<file path="src/rtl/pc_fetch_ctrl.sv">
// pc_fetch_ctrl: fetch-sequencing controller for the WISC-S15 pipeline.
// Owns the architectural fetch PC and arbitrates the next-PC source each cycle
// (return > taken branch/call > stall > halt > increment), and drives the
// IF/ID write enable plus the IF/ID and ID/EX flush strobes after a redirect.
module pc_fetch_ctrl #(
    parameter logic [15:0] RESET_PC    = 16'h0000,
    parameter int unsigned FLUSH_DEPTH = 2
) (
    input  logic        clk,
    input  logic        rst_n,
    input  logic        stall_req,
    input  logic        upd_valid,
    input  logic        upd_src,
    input  logic [15:0] upd_pc,
    input  logic        ret_valid,
    input  logic [15:0] ret_pc,
    input  logic        halt,
    output logic [15:0] pc,
    output logic        fetch_en,
    output logic        if_id_we,
    output logic        flush_if_id,
    output logic        flush_id_ex,
    output logic        halted,
    output logic [7:0]  redirect_count
);

    typedef enum logic [2:0] {
        INIT,
        RUN,
        STALL,
        FLUSH,
        HALT
    } state_t;

    // Remaining FLUSH cycles are counted down from FLUSH_DEPTH-1 to 1.
    localparam logic [2:0] FLUSH_LOAD = 3'(FLUSH_DEPTH - 1);

    state_t      state;
    logic [2:0]  flush_cnt;

    logic        arb_active;
    logic        take_ret;
    logic        take_upd;
    logic        redirect;
    logic        do_stall;
    logic        do_halt;
    logic [15:0] redirect_pc;

    // Only RUN and STALL look at the pipeline's event inputs; INIT, FLUSH and
    // HALT never let inputs reach the outputs or the next state.
    assign arb_active  = (state == RUN) || (state == STALL);
    assign take_ret    = arb_active & ret_valid;
    assign take_upd    = arb_active & ~ret_valid & upd_valid & upd_src;
    assign redirect    = take_ret | take_upd;
    assign do_stall    = arb_active & ~redirect & stall_req;
    assign do_halt     = arb_active & ~redirect & ~stall_req & halt;
    assign redirect_pc = take_ret ? ret_pc : upd_pc;

    // Control strobes: Mealy in RUN/STALL, pure functions of state elsewhere.
    always_comb begin
        fetch_en    = 1'b0;
        if_id_we    = 1'b0;
        flush_if_id = 1'b0;
        flush_id_ex = 1'b0;
        halted      = 1'b0;
        case (state)
            RUN, STALL: begin
                if (redirect) begin
                    fetch_en    = 1'b1;
                    if_id_we    = 1'b1;
                    flush_if_id = 1'b1;
                    flush_id_ex = 1'b1;
                end else if (do_stall) begin
                    fetch_en    = 1'b1;
                end else if (do_halt) begin
                    fetch_en    = 1'b0;
                end else begin
                    fetch_en    = 1'b1;
                    if_id_we    = 1'b1;
                end
            end
            FLUSH: begin
                fetch_en    = 1'b1;
                if_id_we    = 1'b1;
                flush_id_ex = 1'b1;
            end
            HALT: begin
                halted      = 1'b1;
            end
            default: begin
                fetch_en    = 1'b0;
            end
        endcase
    end

    // Sequencer: fetch PC, state, flush countdown and redirect counter.
    always_ff @(posedge clk or negedge rst_n) begin
        if (!rst_n) begin
            state          <= INIT;
            pc             <= RESET_PC;
            flush_cnt      <= '0;
            redirect_count <= '0;
        end else begin
            case (state)
                INIT: begin
                    state <= RUN;
                end
                RUN, STALL: begin
                    if (redirect) begin
                        pc <= redirect_pc;
                        if (redirect_count != 8'hFF) begin
                            redirect_count <= redirect_count + 8'd1;
                        end
                        if (FLUSH_DEPTH == 1) begin
                            state <= RUN;
                        end else begin
                            state     <= FLUSH;
                            flush_cnt <= FLUSH_LOAD;
                        end
                    end else if (do_stall) begin
                        state <= STALL;
                    end else if (do_halt) begin
                        state <= HALT;
                    end else begin
                        pc    <= pc + 16'd1;
                        state <= RUN;
                    end
                end
                FLUSH: begin
                    pc <= pc + 16'd1;
                    if (flush_cnt <= 3'd1) begin
                        state <= RUN;
                    end else begin
                        flush_cnt <= flush_cnt - 3'd1;
                    end
                end
                HALT: begin
                    state <= HALT;
                end
                default: begin
                    state <= INIT;
                end
            endcase
        end
    end

endmodule

</file>
<file path="config.mk">
export PLATFORM = sky130hd
export DESIGN_NAME = pc_fetch_ctrl
export DESIGN_NICKNAME = d
export VERILOG_FILES = /design/src/rtl/pc_fetch_ctrl.sv
export SDC_FILE = /design/constraint.sdc
export NUM_CORES = 1
export LEC_CHECK = 0
export CORE_MARGIN = 2
export CORE_UTILIZATION = 48
export DETAILED_ROUTE_END_ITERATION = 12
export GPL_ROUTABILITY_DRIVEN = 0
export PLACE_DENSITY = 0.85
export SYNTH_ARGS = -nofsm -noshare
export SYNTH_HDL_FRONTEND = slang
export SYNTH_SLANG_ARGS = --single-unit
</file>
<file path="constraint.sdc">
create_clock -name clk -period 4.4 [get_ports clk]
set_input_delay 0.88 -clock clk [delete_from_list [all_inputs] [get_ports clk]]
set_output_delay 0.88 -clock clk [all_outputs]
set_load 0.005 [all_outputs]
</file>
Word-level counts from Yosys, hierarchy flattened
Index checks and enable logic that the tools add are counted.
{ "word_totals": {"ff_bits": 30, "out_inout_bits": 29, "word_cells": 61} }
{ "classes": {"addsub": 3, "n_lt_le_gt_ge": 1, "eq_ne": 10, "muxes": 24, "n_bitwise": 12, "reduce_logical": 7} }
{ "ops": {"columns": ["op", "n"], "rows": [
  ["2-to-1 mux 16 bit", 4],
  ["one-hot mux 16 bit (2 select lines)", 1],
  ["2-to-1 mux 3 bit", 6],
  ["adder 16 x 1 -> 16 bit (second input constant)", 1],
  ["one-hot mux 3 bit (4 select lines)", 1],
  ["AND reduction 3 bit", 3],
  ["adder 8 x 1 -> 8 bit (second input constant)", 1],
  ["AND 1 bit", 8],
  ["2-to-1 mux 1 bit", 8],
  ["!= test 8 bit (second input constant)", 1],
  ["equality test 3 x 2 -> 1 bit (second input constant)", 2],
  ["!= test 2 bit (second input constant)", 3],
  ["!= test 3 bit (second input constant)", 2],
  ["one-hot mux 1 bit (2 select lines)", 3],
  ["one-hot mux 3 bit (2 select lines)", 1],
  ["equality test 3 x 1 -> 1 bit (second input constant)", 1],
  ["equality test 3 bit (second input constant)", 1],
  ["<= comparator 3 x 1 -> 1 bit (second input constant)", 1],
  ["zero test 3 bit", 1],
  ["NOT 1 bit", 3],
  ["subtractor 3 x 1 -> 3 bit (second input constant)", 1],
  ["nonzero test 2 bit", 1],
  ["OR reduction 2 bit", 1],
  ["logical OR 1 bit", 1],
  ["bitwise OR 1 bit", 1]
]} }

Logic depth before layout (Yosys ltp)
Gate-level depths: netlist of the first run.
{ "logic_depth": {"depth_word": 14, "depth_mapped": 9, "mapped_depth_nobuf": 7} }

Worst setup path after synthesis of the first run
No wires, ideal clock.
{ "synth_path": {"path_type": "input-to-output", "from": "input port upd_src", "to": "output port flush_if_id", "arrival_ps": 1639, "slack_ps": 1881, "cell_stages": 5, "cell_sequence": "a21oi_2 > or3_1 > buf_6 > inv_2 > buf_6"} }
{ "synth_between": {"elab_chain_len": 4} }
{ "synth_rtl": {"columns": ["item", "line", "text"], "rows": [
  ["from (decl)", "13", "input logic upd_src,"],
  ["AND 1 bit", "53", "assign take_upd = arb_active & ~ret_valid & upd_valid & upd_src;"],
  ["bitwise OR 1 bit", "54", "assign redirect = take_ret | take_upd;"],
  ["2-to-1 mux 1 bit", "68", "if (redirect) begin"],
  ["2-to-1 mux 1 bit", "66", "case (state)"],
  ["to (decl)", "21", "output logic flush_if_id,"]
]} }
Every way passes these cells.

Worst setup path in the final report of the first run
{ "layout_path": {"from": "input port ret_valid", "to": "output port flush_if_id"} }
{ "layout_between": {"elab_chain_len": 7, "word_cells_on_any_way": 8, "classes_between": "mux (2); bitwise (6)"} }
{ "layout_rtl": {"columns": ["item", "line", "text"], "rows": [
  ["from (decl)", "15", "input logic ret_valid,"],
  ["NOT 1 bit", "53", null],
  ["AND 1 bit (3 in a row)", "53", null],
  ["bitwise OR 1 bit (*)", "54", null],
  ["2-to-1 mux 1 bit (*)", "68", null],
  ["2-to-1 mux 1 bit (*)", "66", null]
]} }
Mark *: on every way between the ends. The rest lies on a longest branch, timed or not.

==> Implementation_results.wiki, run 1 <==
{| class="wikitable"
! Metric !! Value
|-
| Post-synth ARST share || 100%
|-
| Final non-filler cell area || 2640 um2
|-
| Design Power || 1.79 mW
|-
| Yosys warning total || 0
|-
| TritonCTS clock tree || built
|-
| Fin crit share || 83.3%
|-
| Class of the most critical hold timing path || flop to flop
|-
| Cell with the most instances after synthesis || dfrtp_1
|-
| Syn_area_per_cell || 9.19 um2
|-
| Number of enable flip-flop cells after synthesis || 0
|-
| Global-route wire length before repair || 8.25 mm
|-
| Total vias in the final route || 1,893
|-
| Overall die height || 66.3 um
|-
| Final net count || 312
|-
| Synthesized-area fraction occupied by ao, oa, aoi and oai cells || 25.6%
|-
| Maximum number of pins on one net before global-route repair || 27
|-
| Clock buffers created by TritonCTS || 5
|-
| Worst VDD drop || 0.406 mV
|-
| Share of synthesized cell area in and, or, nand and nor gates || 19.2%
|-
| Required arrival time at the worst endpoint || 3520 ps
|-
| RSZ-0062 raised after global routing || false
|-
| Root buffer selected by CTS || clkbuf_8
|-
| DR vias/cell || 5.95
|-
| Final number of hold-violating endpoints || 0
|-
| CTS Buffer Depth || 2
|-
| Number of nets in the synthesized netlist || 246
|-
| Number of global-route vias before repair || 1,805
|-
| Total number of H-tree levels || 2
|-
| Area after detailed placement || 2550 um2
|-
| Shortest period the worst path allows || 3660 ps
|-
| Floorplan die area || 4400 um2
|-
| Power density over the cells || 679 nW/um2
|-
| Main synth FF type || dfrtp_1
|-
| Clk sink count || 30
|-
| Kind of start point of the critical path || primary input
|-
| Maximum net fanout on the critical path || 15
|-
| Clk Latency, worst-skew pair || 290 ps
|-
| Number of max-capacitance violations reported || 0
|-
| Result of the run || finished clean
|-
| Starting density of the core || 50.6%
|-
| Number of DRC markers after the initial detailed-route iteration || 128
|-
| Antenna viol nets, final || 0
|-
| Die Wd || 66.3 um
|-
| Filler cell count in the final layout || 297
|-
| Hold_buf cts || 0
|-
| Launching point of the worst reg2reg path || pc[0]$_DFFE_PN0P_
|-
| Sequential-to-total area share from yosys stat || 40.2%
|-
| Crit path arrival time || 2780 ps
|-
| Critical path type || primary input to output port
|-
| Post-synthesis instance area || 1870 um2
|-
| Gate Count Post-Synth || 203
|-
| Row Count || 22
|-
| Setup tns final || 0 ps
|-
| Final cell count without fillers || 318
|-
| R2r worst-path depth || 6
|-
| P&R area growth vs syn || 41.6%
|-
| Ant. Diodes || 0
|-
| Final Max Tran Viols || 0
|-
| Final setup vio count || 0
|-
| R2r endpoint || pc[12]$_DFFE_PN0P_
|-
| Post-synth top cells || dfrtp_1 (30), a21oi_1 (17), nand2_1 (13)
|-
| Worst-margin pin slew || 854 ps
|-
| Combinational family with the most area after synthesis || compound AO/OA/AOI/OAI gates
|-
| Post-route setup slack || 735 ps
|-
| Remaining routing DRC violations || 0
|-
| Total of buffers placed on input and output ports || 67
|-
| Count of unique library cells instantiated by Yosys || 47
|-
| Startpoint of the worst setup timing path || ret_valid
|-
| Relative slew slack || 42.6%
|-
| Startpoint of the most critical hold path || redirect_count[7]$_DFFE_PN0P_
|-
| Fraction of synthesized cell area taken by the top area cell type || 40.2%
|-
| Adder and majority gate portion of the synthesized area || 2.68%
|-
| Setup repair bufs after CTS || 0
|-
| Share of the synthesized netlist area taken by xor and xnor gates || 5.10%
|-
| Share of cells above drive strength 1 || 7.04%
|-
| Number of gates resized after CTS || 0
|-
| Highest achievable clock rate || 273 MHz
|-
| WL per Instance || 15.6 um
|-
| Worst R2R Setup Slack || 2200 ps
|-
| End point of the most critical hold path || redirect_count[7]$_DFFE_PN0P_
|-
| Worst clock skew || 5.40 ps
|-
| Dominant cells by area after synthesis || dfrtp_1 (40%), a21oi_1 (4.6%), o22a_1 (3.3%)
|-
| Core outline area || 3690 um2
|-
| Cells after DPL || 310
|-
| Remaining Overflow, GRT || 0
|-
| Detailed-routing iteration count for the pre-antenna-repair pass || 4
|-
| Yosys top cell by area || dfrtp_1
|-
| Number of antenna violations at the first check in global routing || 0
|-
| Worst slack at placement || 725 ps
|-
| Sum of routed wire length over all layers || 4.96 mm
|-
| Estimated wirelength of the detail-placed design || 3.55 mm
|-
| Clock slew at reported path FFs || 60 ps
|-
| Total I/O pin count || 68
|-
| Multiplexer fraction of the synthesized cell area || 2.21%
|-
| Capturing element type of the critical path || output port
|-
| Leakage Power || 1.04 nW
|-
| Overall Global Routing Usage || 25.0%
|-
| Cells on Worst Hold Path || 1
|-
| Number of register bits inferred by synthesis || 30
|}
-- cell type report --
class / instances / area (um2) / area share (%)
multi-input cells: 156 / 1020 / 38.7
flip-flops and latches: 30 / 751 / 28.4
repair buffers: 70 / 693 / 26.2
clock buffers: 7 / 86.3 / 3.27
well taps: 48 / 60.1 / 2.27
inverters: 6 / 22.5 / 0.853
clock inverters: 1 / 5.00 / 0.189
-- logic make-up (layout without fill, tap and decap cells) --
| group | after synthesis | count (layout) |
|---|---|---|
| buf+inv | 17 | 84 |
| simple gates | 67 | 67 |
| mux | 4 | 4 |
| xor+xnor | 10 | 10 |
| fa+ha+maj | 4 | 4 |
| compound gates | 71 | 71 |
| flops | 30 | 30 |
-- registers in the layout, summed over array words and instances (netlist names) --
register	flops
flush_cnt	3
redirect_count	8
pc	16
state	3
-- power by group --
part / internal, mW / total [mW] / switching (mW)
clock network: 0.126 / 0.231 / 0.105
logic: 0.514 / 0.988 / 0.474
registers: 0.402 / 0.574 / 0.172
-- per-layer routing --
metal  track usage, %  wire [um]
met4             10.2        110
met1             31.5       2130
met5                0          0
met3             6.30        366
met2             40.9       2350
-- critical path: stages --
cell and delay, ps:
clkdlybuf4s50_1 610, a21oi_2 100, or3_1 410, inv_2 230, clkdlybuf4s50_1 550
-- per-stage QoR --
stage / hold slack, ps / util (%)
global placement: 486 / 69.1
detailed placement: 499 / 69.1
global route: 540 / 71.6
finish: 506 / 71.6
floorplan: 481 / -
CTS: 513 / 71.6
-- cells in the final DEF, fill, tap and decap left out, types with 3 or more instances in the layout --
master           Yosys  routed
a21oi_1             17      17
a31oi_1              8       8
and3_1               6       6
buf_4                2       3
clkbuf_8             0       6
clkdlybuf4s50_1      0      67
dfrtp_1             30      30
ha_1                 4       4
inv_1                4       4
mux2i_1              3       3
nand2_1             13      13
nand3_1             12      12
nand4_1              6       6
nor2_1              11      11
nor3_1               4       4
nor4_1               3       3
o21ai_0             12      12
o221ai_1             6       6
o22a_1               7       7
o22ai_1              9       9
xnor2_1              7       7
-- worst max path at each step --
stage / cells past startpoint / endpoint
2_1_floorplan: 5 / flush_if_id
3_3_place_gp: 5 / flush_if_id
3_5_place_dp: 5 / flush_if_id
4_1_cts: 5 / flush_if_id
5_1_grt: 5 / flush_if_id
6_report: 5 / flush_if_id
Power figures use the tool's default switching activity.
==> run 2, diff against run 1 <==
--- a/config.mk
+++ b/config.mk
@@ -6,10 +6,10 @@
 export NUM_CORES = 1
 export LEC_CHECK = 0
 export CORE_MARGIN = 2
-export CORE_UTILIZATION = 48
+export CORE_UTILIZATION = 45
 export DETAILED_ROUTE_END_ITERATION = 12
 export GPL_ROUTABILITY_DRIVEN = 0
-export PLACE_DENSITY = 0.85
+export PLACE_DENSITY = 0.81
 export SYNTH_ARGS = -nofsm -noshare
 export SYNTH_HDL_FRONTEND = slang
 export SYNTH_SLANG_ARGS = --single-unit
==> constraint.sdc (replaced) <==
create_clock -name clk -period 3.7 [get_ports clk]
set_input_delay 0.74 -clock clk [delete_from_list [all_inputs] [get_ports clk]]
set_output_delay 0.74 -clock clk [all_outputs]
set_load 0.005 [all_outputs]
==> run 2 against run 1 <==
  * Total power increased by 21%
  * Worst setup slack got worse by 270 ps
  * First-iteration DRC count decreased by 32%
  * Utilization decreased by 5.0 points
  * Clock power increased by 23%
  * Combinational power increased by 20%
  * Non-clock buffer count increased by 2
  * Global-route usage decreased by 1.9 points
  * Cell count increased by 1.3%
  * Hold slack got worse by 17 ps
  * Largest cell class unchanged
  * Highest routed layer unchanged
==> Implementation_results.wiki, run 2 (same netlist as run 1, synthesis figures left out) <==
{| class="wikitable"
! Metric !! Value
|-
| Setup repair bufs after CTS || 0 (unchanged)
|-
| Worst VDD drop || 0.494 mV (was 0.406 mV)
|-
| Leakage Power || 1.05 nW (was 1.04 nW)
|-
| Startpoint of the worst setup timing path || stall_req (was ret_valid)
|-
| P_sw || 0.914 mW (was 0.751 mW)
|-
| Clk Latency, worst-skew pair || 290 ps (about the same)
|-
| Total vias in the final route || 1,871 (was 1,893)
|-
| WL per Instance || 15.6 um (about the same)
|-
| Worst R2R Setup Slack || 1560 ps (was 2200 ps)
|-
| Ant. Diodes || 0 (unchanged)
|-
| Family of cells with the greatest summed delay on the critical path || buffers and inverters (unchanged)
|-
| Maximum number of pins on one net before global-route repair || 31 (was 27)
|-
| Commonest non-fill, non-tap cells in the layout || clkdlybuf4s50_1 (67), dfrtp_1 (30), a21oi_1 (17) (unchanged)
|-
| Total I/O pin count || 68 (unchanged)
|-
| Result of the run || finished clean (unchanged)
|-
| Worst slack at placement || 476 ps (was 725 ps)
|-
| Worst-margin pin slew || 830 ps (was 854 ps)
|-
| Number of buffer and inverter instances along the worst setup path || 3 (unchanged)
|-
| Critical path type || primary input to output port (unchanged)
|-
| Final cell count without fillers || 322 (was 318)
|-
| Row Count || 23 (was 22)
|-
| Capturing element type of the critical path || output port (unchanged)
|-
| Post-route setup slack || 465 ps (was 735 ps)
|-
| Area after detailed placement || 2570 um2 (was 2550 um2)
|-
| Top reg by flops || pc (unchanged)
|-
| Sum of routed wire length over all layers || 5.01 mm (was 4.96 mm)
|-
| Number of global-route vias before repair || 1,790 (was 1,805)
|-
| Setup tns final || 0 ps (unchanged)
|-
| Crit path arrival time || 2500 ps (was 2780 ps)
|-
| Power density over the cells || 812 nW/um2 (was 679 nW/um2)
|-
| RSZ-0062 raised after global routing || false (unchanged)
|-
| Floorplan die area || 4680 um2 (was 4400 um2)
|-
| Relative slew slack || 44.2% (was 42.6%)
|-
| Number of gates resized after CTS || 0 (unchanged)
|-
| Switching part of the total || 42.3% (was 41.9%)
|-
| Shortest period the worst path allows || 3240 ps
|-
| Kind of start point of the critical path || primary input (unchanged)
|-
| Startpoint of the most critical hold path || redirect_count[7]$_DFFE_PN0P_ (unchanged)
|-
| Filler cell count in the final layout || 368 (was 297)
|-
| Biggest cell delay along the critical path || 530 ps (was 610 ps)
|-
| Highest achievable clock rate || 309 MHz
|-
| DR vias/cell || 5.81 (was 5.95)
|-
| Final number of hold-violating endpoints || 0 (unchanged)
|-
| Final Max Tran Viols || 0 (unchanged)
|-
| Remaining Overflow, GRT || 0 (unchanged)
|-
| Number of max-capacitance violations reported || 0 (unchanged)
|-
| Required arrival time at the worst endpoint || 2960 ps (was 3520 ps)
|-
| Flip-flop count of the largest register after layout || 16 (unchanged)
|-
| Hold_buf cts || 0 (unchanged)
|-
| Cell chain of the critical path || clkdlybuf4s50_1 > or2_1 > a311o_1 > inv_2 > clkdlybuf4s50_1 (was clkdlybuf4s50_1 > a21oi_2 > or3_1 > inv_2 > clkdlybuf4s50_1)
|-
| P&R area growth vs syn || 42.7% (was 41.6%)
|-
| Final net count || 314 (was 312)
|-
| Final setup vio count || 0 (unchanged)
|-
| TritonCTS clock tree || built (unchanged)
|-
| Detailed-routing iteration count for the pre-antenna-repair pass || 4 (unchanged)
|-
| Number of antenna violations at the first check in global routing || 0 (unchanged)
|-
| Crit path top cell by count || clkdlybuf4s50_1 (unchanged)
|-
| Registers with the most flip-flops || pc (16), redirect_count (8) (unchanged)
|-
| Share of total power in sequential cells || 31.7% (was 32.0%)
|-
| Launching point of the worst reg2reg path || pc[0]$_DFFE_PN0P_ (unchanged)
|-
| Worst clock skew || 9.36 ps (was 5.40 ps)
|-
| Die Wd || 68.4 um (was 66.3 um)
|-
| Class of the most critical hold timing path || flop to flop (unchanged)
|-
| Proportion of power drawn by the clock network || 13.1% (was 12.9%)
|-
| Total of buffers placed on input and output ports || 67 (unchanged)
|-
| Clock slew at reported path FFs || 70 ps (was 60 ps)
|-
| Core outline area || 4000 um2 (was 3690 um2)
|-
| Clock buffers created by TritonCTS || 5 (unchanged)
|-
| Overall Global Routing Usage || 23.1% (was 25.0%)
|-
| Starting density of the core || 46.6% (was 50.6%)
|-
| Antenna viol nets, final || 0 (unchanged)
|-
| Clk sink count || 30 (unchanged)
|-
| CTS Buffer Depth || 2 (unchanged)
|-
| Global-route wire length before repair || 8.00 mm (was 8.25 mm)
|-
| Combinational share of power || 55.2% (was 55.1%)
|-
| Remaining routing DRC violations || 0 (unchanged)
|-
| Final non-filler cell area || 2660 um2 (was 2640 um2)
|-
| Total number of H-tree levels || 2 (unchanged)
|-
| Root buffer selected by CTS || clkbuf_8 (unchanged)
|-
| Commonest non-fill, non-tap cell in the layout || clkdlybuf4s50_1 (unchanged)
|-
| Cells after DPL || 314 (was 310)
|-
| Slowest stage cell on the critical path || clkdlybuf4s50_1 (unchanged)
|-
| Maximum net fanout on the critical path || 8 (was 15)
|-
| Number of DRC markers after the initial detailed-route iteration || 87 (was 128)
|-
| Share of cells above drive strength 1 || 8.09% (was 7.04%)
|-
| Overall die height || 68.4 um (was 66.3 um)
|-
| Fin crit share || 87.4%
|-
| Estimated wirelength of the detail-placed design || 3.50 mm (was 3.55 mm)
|-
| Internal cell power || 1.25 mW (was 1.04 mW)
|}
-- run 2: path summary, 6_finish.rpt --
check	to	cells after the start
max in group asynchronous	pc[3]$_DFFE_PN0P_	2
hold reg to reg	redirect_count[7]$_DFFE_PN0P_	1
hold / removal	redirect_count[7]$_DFFE_PN0P_	1
setup reg to reg	pc[12]$_DFFE_PN0P_	6
min in group asynchronous	state[2]$_DFFE_PN0P_	2
setup / recovery	if_id_we	5
-- run 2: final cells by class --
class | instances | area (um2) | area share, %
multi-input cells | 156 | 1020 | 38.4
flip-flops and latches | 30 | 751 | 28.2
repair buffers | 72 | 708 | 26.6
clock buffers | 6 | 82.6 | 3.10
well taps | 50 | 62.6 | 2.35
inverters | 6 | 22.5 | 0.846
clock inverters | 2 | 12.5 | 0.470
-- run 2: stage by stage --
step | hold WS [ps] | utilization [%] | power (mW)
2_1_floorplan | 444 | - | 1.39
6_report | 489 | 66.6 | 2.16
5_1_grt | 541 | 66.6 | 2.34
3_5_place_dp | 489 | 64.2 | 1.87
4_1_cts | 498 | 66.6 | 2.17
3_3_place_gp | 473 | 64.2 | 1.84
-- run 2: power groups by stage --
stage,logic [mW],clock network (mW),registers [mW]
after floorplan,0.761,0,0.631
after global placement,1.16,0,0.680
after detailed placement,1.18,0,0.685
after CTS,1.19,0.289,0.683
after global routing,1.32,0.304,0.715
final,1.19,0.283,0.686
-- run 2: layer usage --
| layer | global-route usage [%] | wire length [um] |
|---|---|---|
| met1 | 30.7 | 2200 |
| met2 | 35.7 | 2310 |
| met3 | 7.07 | 488 |
| met4 | 7.75 | 11 |
| met5 | 0 | 0 |
==> run 3, diff against run 2 <==
--- a/config.mk
+++ b/config.mk
@@ -10,6 +10,7 @@
 export DETAILED_ROUTE_END_ITERATION = 12
 export GPL_ROUTABILITY_DRIVEN = 0
 export PLACE_DENSITY = 0.81
+export SKIP_CTS_REPAIR_TIMING = 1
 export SYNTH_ARGS = -nofsm -noshare
 export SYNTH_HDL_FRONTEND = slang
 export SYNTH_SLANG_ARGS = --single-unit
==> results of run 3 <==
Final layout, timing and power as in run 2 (identical DEF).
